### config.mk
export PLATFORM = sky130hd
export DESIGN_NAME = mult_share_arb
export DESIGN_NICKNAME = d
export VERILOG_FILES = /design/src/rtl/mult_share_pkg.sv /design/src/rtl/cmult.sv /design/src/rtl/rr_arbiter.sv /design/src/rtl/mult_share_arb.sv
export SDC_FILE = /design/constraint.sdc
export NUM_CORES = 2
export LEC_CHECK = 0
export CELL_PAD_IN_SITES_DETAIL_PLACEMENT = 1
export CELL_PAD_IN_SITES_GLOBAL_PLACEMENT = 1
export CORE_ASPECT_RATIO = 0.5
export CORE_UTILIZATION = 30
export CTS_CLUSTER_DIAMETER = 100
export DETAILED_ROUTE_END_ITERATION = 10
export HOLD_SLACK_MARGIN = 0.08
export PLACE_DENSITY_LB_ADDON = 0.1
export SLEW_MARGIN = 25
export SYNTH_ARGS = -nofsm -noshare
export SYNTH_HDL_FRONTEND = slang
export SYNTH_HIERARCHICAL = 1
export SYNTH_SLANG_ARGS = --single-unit
### constraint.sdc
create_clock -name clk -period 10 [get_ports clk]
set_input_delay 1 -clock clk [delete_from_list [all_inputs] [get_ports clk]]
set_output_delay 1 -clock clk [all_outputs]
set_load 0.01 [all_outputs]
### src/rtl/mult_share_pkg.sv
// Shared types and defaults for the shared-multiplier scheduler cluster.
package mult_share_pkg;

  typedef enum logic [1:0] {
    IDLE = 2'd0,
    MUL  = 2'd1,
    HOLD = 2'd2
  } state_e;

  localparam int SW_DEF   = 24;
  localparam int NREQ_DEF = 4;

  // Width of a requester index; ceil(log2(n)) for n >= 2.
  function automatic int idw_for(input int n);
    int w;
    w = 0;
    for (int i = 0; i < 31; i++) begin
      if ((1 << i) < n) w = i + 1;
    end
    return w;
  endfunction

endpackage

### src/rtl/cmult.sv
// Full-width unsigned SW x SW combinational multiplier.
module cmult #(
  parameter int SW = 24
) (
  input  logic [SW-1:0]   i_a,
  input  logic [SW-1:0]   i_b,
  output logic [2*SW-1:0] o_p
);

  assign o_p = {{SW{1'b0}}, i_a} * {{SW{1'b0}}, i_b};

endmodule

### src/rtl/rr_arbiter.sv
// Combinational round-robin picker: first set request at or above ptr, with wrap-around.
module rr_arbiter #(
  parameter  int N  = 4,
  localparam int PW = (N > 1) ? $clog2(N) : 1
) (
  input  logic [N-1:0]  req,
  input  logic [PW-1:0] ptr,
  output logic [N-1:0]  gnt_onehot,
  output logic [PW-1:0] gnt_idx,
  output logic          any
);

  always_comb begin
    gnt_onehot = '0;
    gnt_idx    = '0;
    any        = 1'b0;
    for (int k = 0; k < N; k++) begin
      int          j;
      logic [PW-1:0] jx;
      j = int'(ptr) + k;
      if (j >= N) j = j - N;
      jx = PW'(j);
      if (!any && req[jx]) begin
        any            = 1'b1;
        gnt_idx        = jx;
        gnt_onehot[jx] = 1'b1;
      end
    end
  end

endmodule

### src/rtl/mult_share_arb.sv
// Round-robin sharing of one cmult among NREQ valid/ready requesters; result held, tagged, until accepted.
module mult_share_arb
  import mult_share_pkg::*;
#(
  parameter int SW   = SW_DEF,
  parameter int NREQ = NREQ_DEF,
  parameter int IDW  = idw_for(NREQ)
) (
  input  logic                 clk,
  input  logic                 rst,
  input  logic [NREQ-1:0]      req_valid_i,
  output logic [NREQ-1:0]      req_ready_o,
  input  logic [NREQ*SW-1:0]   req_a_i,
  input  logic [NREQ*SW-1:0]   req_b_i,
  output logic                 res_valid_o,
  input  logic                 res_ready_i,
  output logic [IDW-1:0]       res_id_o,
  output logic [2*SW-1:0]      res_data_o
);

  if (IDW != idw_for(NREQ) || NREQ < 2 || NREQ > 16) begin : g_cfg_err
    $error("mult_share_arb: NREQ must be 2..16 and IDW must equal clog2(NREQ)");
  end

  state_e            r_state;
  state_e            w_state_nxt;
  logic [IDW-1:0]    r_rr_ptr;
  logic [IDW-1:0]    w_ptr_nxt;

  logic [NREQ-1:0]   w_gnt_onehot;
  logic [IDW-1:0]    w_gnt_idx;
  logic              w_any;

  logic              w_accept;
  logic              w_load_res;
  logic              w_release;

  logic [SW-1:0]     w_a_sel;
  logic [SW-1:0]     w_b_sel;
  logic [2*SW-1:0]   w_prod;

  logic [SW-1:0]     r_a_p0;
  logic [SW-1:0]     r_b_p0;
  logic [IDW-1:0]    r_id_p0;

  logic              r_vld_p1;
  logic [IDW-1:0]    r_id_p1;
  logic [2*SW-1:0]   r_data_p1;

  rr_arbiter #(.N(NREQ)) u_arb (
    .req        (req_valid_i),
    .ptr        (r_rr_ptr),
    .gnt_onehot (w_gnt_onehot),
    .gnt_idx    (w_gnt_idx),
    .any        (w_any)
  );

  always_comb begin
    w_a_sel = '0;
    w_b_sel = '0;
    for (int i = 0; i < NREQ; i++) begin
      if (w_gnt_onehot[i]) begin
        w_a_sel = req_a_i[i*SW +: SW];
        w_b_sel = req_b_i[i*SW +: SW];
      end
    end
  end

  assign w_ptr_nxt = (w_gnt_idx == IDW'(NREQ - 1)) ? '0 : w_gnt_idx + IDW'(1);

  always_comb begin
    w_state_nxt = r_state;
    w_accept    = 1'b0;
    w_load_res  = 1'b0;
    w_release   = 1'b0;
    case (r_state)
      IDLE: begin
        if (w_any) begin
          w_accept    = 1'b1;
          w_state_nxt = MUL;
        end
      end
      MUL: begin
        w_load_res  = 1'b1;
        w_state_nxt = HOLD;
      end
      HOLD: begin
        if (res_ready_i) begin
          w_release   = 1'b1;
          w_state_nxt = IDLE;
        end
      end
      default: w_state_nxt = IDLE;
    endcase
    // A grant in a reset cycle would be lost, so it is never offered.
    if (rst) w_accept = 1'b0;
  end

  assign req_ready_o = w_accept ? w_gnt_onehot : '0;

  always_ff @(posedge clk) begin
    if (rst) r_state <= IDLE;
    else     r_state <= w_state_nxt;
  end

  // Stage p0: granted operands and owner tag captured at acceptance.
  always_ff @(posedge clk) begin
    if (rst) begin
      r_rr_ptr <= '0;
      r_a_p0   <= '0;
      r_b_p0   <= '0;
      r_id_p0  <= '0;
    end else if (w_accept) begin
      r_rr_ptr <= w_ptr_nxt;
      r_a_p0   <= w_a_sel;
      r_b_p0   <= w_b_sel;
      r_id_p0  <= w_gnt_idx;
    end
  end

  cmult #(.SW(SW)) u_cmult (
    .i_a (r_a_p0),
    .i_b (r_b_p0),
    .o_p (w_prod)
  );

  // Stage p1: registered product held until the consumer takes it.
  always_ff @(posedge clk) begin
    if (rst) begin
      r_vld_p1  <= 1'b0;
      r_id_p1   <= '0;
      r_data_p1 <= '0;
    end else if (w_load_res) begin
      r_vld_p1  <= 1'b1;
      r_id_p1   <= r_id_p0;
      r_data_p1 <= w_prod;
    end else if (w_release) begin
      r_vld_p1  <= 1'b0;
    end
  end

  assign res_valid_o = r_vld_p1;
  assign res_id_o    = r_id_p1;
  assign res_data_o  = r_data_p1;

  a_ready_onehot : assert property (@(posedge clk) $onehot0(req_ready_o));

  a_hold_stable : assert property (@(posedge clk) disable iff (rst)
    (res_valid_o && !res_ready_i) |=> (res_valid_o && $stable(res_data_o) && $stable(res_id_o)));

  a_no_grant_busy : assert property (@(posedge clk) res_valid_o |-> (req_ready_o == '0));

endmodule

# Word-level counts from Yosys, hierarchy flattened
# Index checks and enable logic that the tools add are counted.
classes:
  n_bitwise: 3
  n_eq_ne: 5
  addsub: 8
  div: 0
  n_shift: 0
  n_reduce_logical: 13
  order_cmp: 12
  muxes: 53
  n_mul: 1
ops:
  columns: ["op", "count"]
  rows:
  - ["$mux 24", 8]
  - ["$mul 24x24->48", 1]
  - ["$mux 2", 11]
  - ["$mux 1", 20]
  - ["$mux 4", 5]
  - ["$lt 2x3->1 const B", 4]
  - ["$or 4x4->4", 3]
  - ["$ge 3x3->1 const B", 3]
  - ["$bmux 1 s2", 4]
  - ["$demux 1 s2", 4]
  - ["$ge 2x1->1 const B", 4]
  - ["$sub 2x1->2 const B", 4]
  - ["$logic_and 1x1->1", 7]
  - ["$add 2x2->3 const B", 2]
  - ["$pmux 2 s3", 1]
  - ["$eq 2x2->1 const B", 2]
  - ["$add 2x1->3 const B", 1]
  - ["$ge 2x3->1 const B", 1]
  - ["$logic_not 1->1", 3]
  - ["$add 2x1->2 const B", 1]
  - ["$eq 2x1->1 const B", 1]
  - ["$logic_not 2->1", 1]
  - ["$ne 2x1->1 const B", 1]
  - ["$ne 2x2->1 const B", 1]
  - ["2 further kinds", 2]
word_totals:
  n_memories: 0
  romBits: 0
  latchBits: 0
  wordCells: 103
  out_inout_bits: 55
  regBits: 105
  input_bits: 199
  ramBits: 0

# Logic depth before layout (Yosys ltp)
depth:
  word_depth: 18
  mapped_depth: 28
  depth_no_buf: 27

# Cells and area by module
# The synthesis kept the hierarchy.
modules_own_cells:
  columns: ["mod", "seq_area_each_um2", "area_per_inst_um2", "n_inst", "cells_each"]
  rows:
  - ["cmult", 0.0, 18978.2, 1, 2166]
  - ["mult_share_arb", 2102.0, 5642.9, 1, 691]
  - ["rr_arbiter", 0.0, 421.7, 1, 45]

# Worst setup path after synthesis
# Ideal clock, no wire load.
synth_timing:
  path_kind: "reg2reg"
  startpoint: "reg r_b_p0[3]"
  endpoint: "reg r_data_p1[45], in the netlist res_data_o[45]"
  setup_ns: 0.070
  n_path_buf: 1
  slack_ns: 3.284
  stages_incl_launch_ff: 27
  synth_period_minus_slack_ns: 6.716
  t_required_ns: 9.930
  arrival_ns: 6.645
  path_cell_list: "dfxtp_1 > clkbuf_1 > nand2_1 > fa_1 > inv_1 > fa_1 > inv_1 > fa_1 > fa_1 > inv_1 > fa_1 > fa_1 > inv_1 > fa_1 > inv_1 > ha_1 > a211o_1 > a21oi_1 > nor2b_1 > a2111oi_1 > o211ai_1 > nand3_2 > a221o_1 > mux2i_1 > a2111oi_1 > nand2_1 > a21oi_1"
synth_via:
  elab_chain_cells: 1
synth_lines:
  columns: ["element", "line_no", "rtl"]
  rows:
  - ["start: declaration", "mult_share_arb.sv:43", "logic [SW-1:0] r_b_p0;"]
  - ["start signal: assignment", "mult_share_arb.sv:116", "r_b_p0 <= w_b_sel;"]
  - ["$mul 24x24->48", "cmult.sv:10", "assign o_p = {{SW{1'b0}}, i_a} * {{SW{1'b0}}, i_b};"]
  - ["named net w_prod[45]", "mult_share_arb.sv:40", "logic [2*SW-1:0] w_prod;"]
  - ["end signal: assignment", "mult_share_arb.sv:136", "r_data_p1 <= w_prod;"]
  - ["end: declaration", "mult_share_arb.sv:48", "logic [2*SW-1:0] r_data_p1;"]
# The timed path passes the listed nets, and every way through them passes these cells.
# A chain may end at the register's enable or synchronous reset.

# Worst setup path after layout
layout_timing:
  startpoint: "reg r_b_p0[4]"
  endpoint: "reg r_data_p1[47], in the netlist res_data_o[47]"
# The elaborated chain is that of the path after synthesis.

==> run summary <==
The transition time at the pin with the least slew margin was 1.01 ns; the antenna violation net count after detailed routing was 0. For the number of buffers created by CTS, the log shows 9. Setup violations remaining at the end of the flow were counted as 0.

For the worst setup path, the data required time is 10.38 ns. The run gives 98 as the largest net degree at the start of global routing. The via count of the first global-routing pass is 22400, and the post-route clock skew is 0.0211 ns. The tools report the clock root buffer master as clkbuf_16. The post-route total power is 7.28 mW. STA classifies the critical path startpoint as a flop. The die is 206 um tall. Setup total negative slack on the finished layout was measured at 0 ns. Across all register-to-register paths, the minimum setup slack is 1.81 ns. The count of filler cells inserted in the layout was 9539. Post-CTS repair changed the size of 0 cells. The total routed wirelength is 87.6 mm. The netlist area before placement came out at 0.0250 mm2.

Averaged over all synthesized cells, the footprint is 8.63 um2. Yosys mapped the design onto 68 distinct sky130hd cell types. The final worst-path cycle share was 0.819; the final design utilization was 0.352. In this run the deepest clock path goes through 2 buffers. In the routed design, unresolved DRC markers number 3. The worst vdd rail ir drop was 0.230 mV; the area growth from synthesis to layout was 15.5%. For the number of placement rows, the log shows 74. The region available for standard cell placement spans 0.0821 mm2.

For the synthesized instance count, the log shows 2902. The flow ran to the end, but the final reports show violations. Summing all placed instances gives a cell area of 0.0286 mm2. The number of nets in the synthesized netlist is 3763. The count of final max-slew check failures came out at 0. The total number of nets in the final design is 3901, and the count of warnings emitted by yosys is 6.

Setup repair after global routing left no endpoint under its margin. Of all nets on the critical path, the largest fanout is 18. The total overflow left after global routing is 0. The finished cells cover 0.0289 mm2.

The tools report the starting density of the core as 0.305. The final hold slack is 0.455 ns, and the number of vias per cell is 4.79. Counting every sink on the clock net gives 105.

The number of placed instances, taps included, is 4131. The power density of the placed cells was 252 mW/mm2. The total via count after detailed routing came out at 19900. The checks that failed: DRC. The share of cells above drive strength 1 is 0.0476. The worst hold path belongs to the class flop to flop. The tool flagged a number of max-cap violations equal to 0. The worst slew margin relative to its limit is 0.328.

The analysis attributes to cell leakage a power of 13.3 nW. The proportion of register bits with asynchronous set or reset after synthesis came out at 0. The startpoint identified for the worst register-to-register timing path is r_b_p0[4]. After the first detailed-routing iteration, the DRC count stood at 783.

Arrival time of the worst setup path: 8.57 ns. The number of buffers inserted for hold repair after clock tree synthesis is 0, and the count of port buffers added during placement is 253. Minimum setup slack after placement: 1.86 ns.

TritonCTS built the clock tree. The run gives 3 as the initial antenna violation count. In the final routed layout, each cell accounts on average for 21.1 um. In this run, synthesis produced a sequential element count of 105. The fraction of the yosys area taken by sequential cells came out at 0.0839. In this run the count of I/O pins placed on the die edge is 254. The run gives 136 mm as the wire length of the first global-routing pass. The number of setup buffers added after CTS was 0; the post-layout instance count excluding filler cells was 4149. The hold violation count in the final report was 0; the final worst-path setup slack was 1.81 ns. Once detailed placement completed, the half-perimeter wirelength came to 71.3 mm.

The die covers 0.0847 mm2. In the synthesized netlist the dominant register cell turns out to be dfxtp_1. The die outline width works out to 411 um. The upper clock frequency limit came out at 122 MHz. The number of H-tree levels came out at 3. The final period demand of the worst path is 8.19 ns. The run gives 0.216 as the global-route usage over all layers. The setup path with the least slack is of type flop to flop.

In this run the most critical hold path is launched from res_data_o[17]. Routability-driven placement finished with a final weighted congestion of 0.823. The source of the critical timing path is r_b_p0[4]. After clock tree synthesis, the clock-pin slew on the worst setup and hold paths is 0.09 ns.

The number of enable-type register cells in the synthesized netlist is 0. STA classifies the critical path endpoint as a flop. The first detailed-routing pass took 10 iterations. The run gives 0.45 ns as the clock insertion delay at the later pin of the skew report.
## per-layer routing
| layer | vias to the layer above | track usage | share of wire |
|---|---|---|---|
| li1 | 9135 | - | - |
| met1 | 10400 | 0.281 | 0.46 |
| met2 | 237 | 0.378 | 0.49 |
| met3 | 57 | 0.0325 | 0.030 |
| met4 | 0 | 0.0488 | 0.018 |
| met5 | - | 0 | 0 |
## critical path, stage by stage, from the launching register on
cell and delay, ns:
dfxtp_1 0.97, buf_4 0.30, nand2_1 0.09, fa_1 0.53, inv_1 0.05, fa_1 0.47, inv_1 0.05, fa_1 0.49
fa_1 0.56, inv_1 0.07, fa_1 0.49, fa_1 0.50, inv_1 0.05, fa_1 0.47, inv_1 0.04, ha_1 0.36
a211o_1 0.32, a21oi_1 0.26, nand2b_1 0.11, o211ai_1 0.40, nand3_2 0.29, a31oi_1 0.56, o31ai_1 0.22, xnor2_1 0.23
nand2_1 0.08, a21oi_1 0.14
## logic make-up (layout without fill, tap and decap cells)
| logic type | count (synthesis) | in the layout | synth area share |
|---|---|---|---|
| compound gates | 354 | 354 | 0.110 |
| xor+xnor | 44 | 44 | 0.0154 |
| fa+ha+maj | 662 | 662 | 0.475 |
| buf+inv | 787 | 930 | 0.124 |
| flops | 105 | 105 | 0.0839 |
| mux | 9 | 9 | 0.00595 |
| other cells | 0 | 2 | 0 |
| simple gates | 941 | 941 | 0.185 |
## worst paths after layout
check | end | depth (start not counted)
worst max register to register | res_data_o[47] | 25
worst min-delay path | res_data_o[17] | 2
worst max-delay path | res_data_o[47] | 25
worst min register to register | res_data_o[17] | 2
## sequential cells by signal, indices dropped and copies added (netlist names)
name,count
r_a_p0,24
res_id_o,2
r_id_p0,2
r_state,2
r_b_p0,24
res_data_o,48
res_valid_o,1
r_rr_ptr,2
## power breakdown
group,total (mW),switching (mW),internal (mW)
Combinational,6.04,3.74,2.30
Clock,0.402,0.216,0.186
Sequential,0.839,0.301,0.538
## cell usage after synthesis, types with 7 or more instances
library cell | count | area [um2]
inv_1 | 606 | 2270
fa_1 | 482 | 9650
nand2_1 | 453 | 1700
and2_1 | 307 | 1920
ha_1 | 180 | 2250
a21oi_1 | 145 | 726
clkbuf_1 | 123 | 462
dfxtp_1 | 105 | 2100
nor2_1 | 85 | 319
nand3b_1 | 50 | 375
a221o_1 | 49 | 490
a311oi_2 | 48 | 721
buf_2 | 31 | 155
xnor2_1 | 25 | 219
a21o_1 | 24 | 180
o21ai_0 | 21 | 105
xor2_1 | 19 | 166
nand2b_1 | 13 | 81.3
buf_1 | 10 | 37.5
nand4_1 | 10 | 62.6
a22oi_1 | 8 | 60.1
o21ai_1 | 7 | 35.0
## layout make-up
type / count / area [um2] / share of cell area
Sequential cell: 105 / 2110 / 0.0730
Clock buffer: 11 / 253 / 0.00874
Timing Repair Buffer: 308 / 2960 / 0.102
Antenna cell: 2 / 5.00 / 0.000173
Tap cell: 1102 / 1380 / 0.0477
Inverter: 606 / 2270 / 0.0787
Clock inverter: 5 / 45.0 / 0.00156
Multi-Input combinational cell: 2010 / 19900 / 0.688
## layout by cell type (no fill, tap or decap), drive strengths merged, types with 2 or more instances in the layout
cell	netlist	routed
a22oi	8	8
o21ai	30	30
a221o	49	49
o21a	5	5
mux4	4	4
nand3	6	6
clkdlybuf4s50	0	252
nand3b	50	50
a311oi	49	49
or3	4	4
xnor2	25	25
fa	482	482
clkbuf	124	11
nor4b	2	2
o211ai	5	5
nor3	4	4
dfxtp	105	105
inv	606	609
o221ai	3	3
nor2b	3	3
mux2i	4	4
a21o	24	24
nand2b	13	13
nor2	85	85
o31ai	7	7
a2111oi	4	4
buf	57	56
a21oi	145	145
nand4	10	10
xor2	19	19
ha	180	180
nand2	453	453
a31oi	5	5
and2	307	307
a211oi	7	7
diode	0	2
Power figures use the tool's default switching activity.
